`config.mk`:
```
export PLATFORM = sky130hd
export DESIGN_NAME = interboard_tx_link
export DESIGN_NICKNAME = d
export VERILOG_FILES = /design/src/rtl/interboard_tx_link.sv
export SDC_FILE = /design/constraint.sdc
export NUM_CORES = 1
export LEC_CHECK = 0
export ABC_CLOCK_PERIOD_IN_PS = 2050
export CORE_ASPECT_RATIO = 1.4
export CORE_MARGIN = 2
export CORE_UTILIZATION = 46
export CTS_BUF_LIST = sky130_fd_sc_hd__clkbuf_8
export DETAILED_ROUTE_END_ITERATION = 12
export PLACE_DENSITY = 0.71
export SYNTH_ARGS = -nofsm -noshare
export SYNTH_HDL_FRONTEND = slang
export SYNTH_SLANG_ARGS = --single-unit
```
`constraint.sdc`:
```
create_clock -name clk -period 2.05 [get_ports clk]
set_input_delay 0.41 -clock clk [delete_from_list [all_inputs] [get_ports clk]]
set_output_delay 0.41 -clock clk [all_outputs]
set_load 0.02 [all_outputs]
```
`src/rtl/interboard_tx_link.sv`:
```
// Transmit side of the board-to-board link: packs a 24-bit message into four
// 6-bit words sent over a 4-phase Request_out/Ack_in handshake.
// Optional build macro INTERBOARD_PARITY_EN sets the packet LSB to even parity.
module interboard_tx_link #(
    parameter int unsigned TIMEOUT_CYCLES = 1000000,
    parameter int unsigned SYNC_STAGES    = 2
) (
    input  logic       clk,
    input  logic       rst,
    input  logic       transmit,
    input  logic       ctrl_en,
    input  logic       ctrl_move_dir,
    input  logic [4:0] ctrl_block_x,
    input  logic [2:0] ctrl_block_y,
    input  logic [3:0] ctrl_msg_type,
    input  logic [5:0] ctrl_card,
    input  logic [2:0] ctrl_sel_len,
    input  logic       Ack_in,
    output logic       send_ready,
    output logic       Request_out,
    output logic [5:0] inter_data_out,
    output logic       tx_done,
    output logic       tx_error
);

    localparam int unsigned CW = (TIMEOUT_CYCLES > 2) ? $clog2(TIMEOUT_CYCLES) : 1;
    localparam logic [CW-1:0] T_LAST = CW'(TIMEOUT_CYCLES - 1);

    typedef enum logic [1:0] {IDLE, SETUP, REQ_HI, REQ_LO} state_t;

    state_t                 state, state_next;
    logic [SYNC_STAGES-1:0] ack_sync;
    logic                   ack_s;
    logic [22:0]            body;
    logic                   parity;
    logic [23:0]            pkt, pkt_next;
    logic [1:0]             index, index_next;
    logic [5:0]             data_next;
    logic                   req_next, done_next, error_next;
    logic [CW-1:0]          counter;
    logic                   timer_hit;

    assign body = {ctrl_msg_type, ctrl_en, ctrl_move_dir, ctrl_block_x,
                   ctrl_block_y, ctrl_card, ctrl_sel_len};

`ifdef INTERBOARD_PARITY_EN
    assign parity = ^body;
`else
    assign parity = 1'b0;
`endif

    function automatic logic [5:0] word_at(input logic [23:0] p, input logic [1:0] i);
        case (i)
            2'd0:    word_at = p[23:18];
            2'd1:    word_at = p[17:12];
            2'd2:    word_at = p[11:6];
            default: word_at = p[5:0];
        endcase
    endfunction

    always_ff @(posedge clk or negedge rst) begin
        if (!rst) ack_sync <= '0;
        else      ack_sync <= {ack_sync[SYNC_STAGES-2:0], Ack_in};
    end
    assign ack_s = ack_sync[SYNC_STAGES-1];

    assign send_ready = (state == IDLE);
    assign timer_hit  = (counter == T_LAST);

    // Data is loaded on the edge entering SETUP so it is stable a full cycle before Request rises.
    always_comb begin
        state_next = state;
        pkt_next   = pkt;
        index_next = index;
        data_next  = inter_data_out;
        req_next   = 1'b0;
        done_next  = 1'b0;
        error_next = 1'b0;
        case (state)
            IDLE: begin
                if (transmit) begin
                    pkt_next   = {body, parity};
                    index_next = 2'd0;
                    data_next  = body[22:17];
                    state_next = SETUP;
                end
            end
            SETUP: begin
                req_next   = 1'b1;
                state_next = REQ_HI;
            end
            REQ_HI: begin
                req_next = 1'b1;
                if (ack_s) begin
                    req_next   = 1'b0;
                    state_next = REQ_LO;
                end else if (timer_hit) begin
                    req_next   = 1'b0;
                    error_next = 1'b1;
                    state_next = IDLE;
                end
            end
            REQ_LO: begin
                if (!ack_s) begin
                    if (index == 2'd3) begin
                        done_next  = 1'b1;
                        state_next = IDLE;
                    end else begin
                        index_next = index + 2'd1;
                        data_next  = word_at(pkt, index + 2'd1);
                        state_next = SETUP;
                    end
                end else if (timer_hit) begin
                    error_next = 1'b1;
                    state_next = IDLE;
                end
            end
            default: state_next = IDLE;
        endcase
    end

    always_ff @(posedge clk or negedge rst) begin
        if (!rst) begin
            state          <= IDLE;
            pkt            <= '0;
            index          <= '0;
            inter_data_out <= '0;
            Request_out    <= 1'b0;
            tx_done        <= 1'b0;
            tx_error       <= 1'b0;
            counter        <= '0;
        end else begin
            state          <= state_next;
            pkt            <= pkt_next;
            index          <= index_next;
            inter_data_out <= data_next;
            Request_out    <= req_next;
            tx_done        <= done_next;
            tx_error       <= error_next;
            if (state_next != state)
                counter <= '0;
            else if (state == REQ_HI || state == REQ_LO)
                counter <= counter + 1'b1;
        end
    end

endmodule

```
==> impl_metrics.csv <==
group,metric,value,unit
grt,met2_usage,34.1,%
synthesis,synth_edf_count,0,
clock_network,clkTransAtPathRegs,0.07,ns
clock_network,numCtsBuffers,9,
timing,rsz0062_at_grt,"yes",
floorplan,die_h,96.0,um
synthesis,synth_flop_cell,"dfrtp_1",
synthesis,ys_seq_area_share,52.2,%
timing,fin_crit,2.06,ns
floorplan,start_util,47.5,%
clock_network,clock_sinks,58,
timing,finClkSkew,0.00728,ns
floorplan,rows,33,
finish,drive_gt1_share,22.5,%
setup_path,crit_required,2.29,ns
placement,place_congestion,0.822,
grt,grt_max_degree,24,
clock_network,clock-root-buffer,"clkbuf_8",
finish,diodes,0,
timing,hold_violations,0,
timing,layout_setup_ws,-0.0146,ns
routing,wirelength,5820,um
floorplan,core-area,5860,um^2
grt,gr-usage-met3,3.87,%
routing,first_pass_iters,4,
grt,grt_use_met1,22.5,%
finish,utilization,61.9,%
pwr,p_leak,0.00157,uW
clock_network,clkLatencyLatePin,0.35,ns
timing,fin_crit_sh,101,%
routing,antenna_left,0,
floorplan,dieArea,6700,um^2
pwr,power.share.switching,34.8,%
timing,worst_slew_pin_slew,0.550,ns
pwr,power_frac_comb,42.9,%
routing,drt_iter0_markers,110,
synthesis,netlist_area,2780,um^2
finish,final_cell_mix,"58 x dfrtp_1, 37 x nor2_1, 34 x clkdlybuf4s50_1, 23 x mux2_2, 22 x buf_4",
timing,setup_viol,16,
grt,grt.overflow.total,0,
finish,num-nets-final,352,
placement,io_buffers,36,
grt,antenna_found_initial,0,
run_status,status,"finished, violations left",
synthesis,synth_seq_cells,58,
routing,num_vias,2076,
clock_network,hold_buffers,0,
routing,wire_per_inst,14.9,um
synthesis,async_flop_share,100,%
pwr,p_clk_share,22.7,%
setup_path,start_kind,"flip-flop",
timing,slew_headroom,62.8,%
job,maxCapViolCount,0,
grt,grt_pass1_wl,10100,um
routing,drc,0,
run_status,violations,"negative setup slack",
pwr,powerDensity,1370,nW/um^2
grt,busiest_layer,"met2",
synthesis,syn_avg_cell_area,11.0,um^2
floorplan,pin_count,37,
synthesis,yosysWarnings,0,
placement,dp_hpwl,4220,um
pwr,switchingPower,1730,uW
placement,post-place-ws,-0.0529,ns
timing,fmax,0.484,GHz
pwr,p_int,3240,uW
grt,grt_pass1_vias,2203,
grt,grt_util_all_layers,19.4,%
pwr,peakVddDrop,0.705,mV
timing,slew_viol_final,0,
clock_network,cts_max_path_buffers,2,
setup_path,crit_path_end_kind,"flip-flop",
synthesis,syn_inst,252,
clock_network,cts_tree,"yes",
clock_network,cts_setup_buffers,0,
floorplan,fp.dieW,69.7,um
setup_path,crit_arrival,2.30,ns
routing,viasPerCell,5.32,
synthesis,ys_types,37,
timing,holdWs,0.0231,ns
setup_path,critPathKind,"flip-flop to flip-flop",
setup_path,crit_fanout,20,
synthesis,syn-num-nets,289,
clock_network,htree_levels,3,
hold_path,min_path_type,"primary input to asynchronous set/reset pin",
finish,layout_commonest_cell,"dfrtp_1",
pwr,power_frac_seq,34.4,%
finish,area_growth,30.4,%
==> metrics by stage <==
step	cells	setup TNS (ns)	total power, uW	area [um^2]
2_1_floorplan	252	-1.49	3130	2790
3_3_place_gp	374	-0.814	3770	3400
5_1_grt	390	-1.51	5310	3630
3_5_place_dp	374	-0.818	3830	3400
6_report	390	-0.104	4970	3630
4_1_cts	390	-0.160	4990	3620
==> critical path, cell delays in order (launching register included) <==
cell and delay, ns:
dfrtp_1 0.38, ha_2 0.20, or3b_4 0.37, and3_4 0.19, or3_4 0.33, a22oi_2 0.23, buf_12 0.18, nor2_1 0.06
==> final timing paths <==
kind | from | to | slack (ns) | depth (start not counted)
max | index[0] | counter[10] | -0.01 | 7
min | rst | counter[17] | 0.02 | 1
max reg2reg | index[0] | counter[10] | -0.01 | 7
min reg2reg | ack_sync[0] | ack_sync[1] | 0.37 | 0
max in group asynchronous | rst | inter_data_out[1] | 1.54 | 2
min in group clk | ack_sync[0] | ack_sync[1] | 0.37 | 0
==> layer usage <==
layer / up-vias / wire (um)
met5: - / 0
met4: 0 / 143
met3: 16 / 201
met2: 45 / 3070
met1: 1008 / 2400
li1: 1007 / -
==> state kept, by name, indices dropped and copies added (netlist names) <==
| name | count |
|---|---|
| ack_sync | 2 |
| counter | 20 |
| state | 2 |
| tx_done | 1 |
| Request_out | 1 |
| index | 2 |
| tx_error | 1 |
| inter_data_out | 6 |
| pkt | 23 |
==> cell usage after synthesis (2+ instances only) <==
cell      number  share of area (%)
nand3_1       11                2.0
mux2i_1        7                2.5
a21o_1         2               0.54
a21oi_1        9                1.6
buf_6          2               0.81
a222oi_1       6                2.2
o21ai_0       11                2.0
xnor2_1        6                1.9
and3_1         2               0.45
dfrtp_1       58                 52
nor2_1        37                5.0
o211ai_1       2               0.54
buf_1          2               0.27
nand2_1       14                1.9
nor3_1         4               0.72
inv_1          8                1.1
ha_1          10                4.5
nand4_1        4               0.90
mux2_2        23                9.3
clkbuf_1       4               0.54
xor2_1        14                4.4
==> logic make-up (layout without fill, tap and decap cells) <==
group | after synthesis | in the layout | synth area share (%)
AND/OR/NAND/NOR | 80 | 80 | 13.2
flip-flops | 58 | 58 | 52.2
AO/OA/AOI/OAI | 37 | 37 | 9.08
multiplexers | 30 | 30 | 11.8
XOR/XNOR | 20 | 20 | 6.30
buffers and inverters | 17 | 85 | 2.97
adder cells (fa/ha/maj) | 10 | 10 | 4.50
==> power groups by stage <==
stage	Sequential, uW	Combinational, uW	Clock (uW)
finish	1710	2130	1130
global placement	1710	2070	0
floorplan	1760	1370	0
detailed placement	1720	2110	0
global route	1750	2360	1200
CTS	1700	2130	1150
==> final cells by class <==
cell class	count	area [um^2]
repair buffers	61	579
multi-input cells	177	1270
flip-flops and latches	58	1450
clock inverters	7	86.3
clock buffers	9	124
fillers	498	2230
well taps	70	87.6
inverters	8	30.0
==> what timing repair did <==
action                     CTS  global route
pin swaps                    0             0
gates resized for setup      3             2
setup endpoints to repair   21            20
cloned                       0             0
No activity file was read; power rests on OpenSTA's default activity.
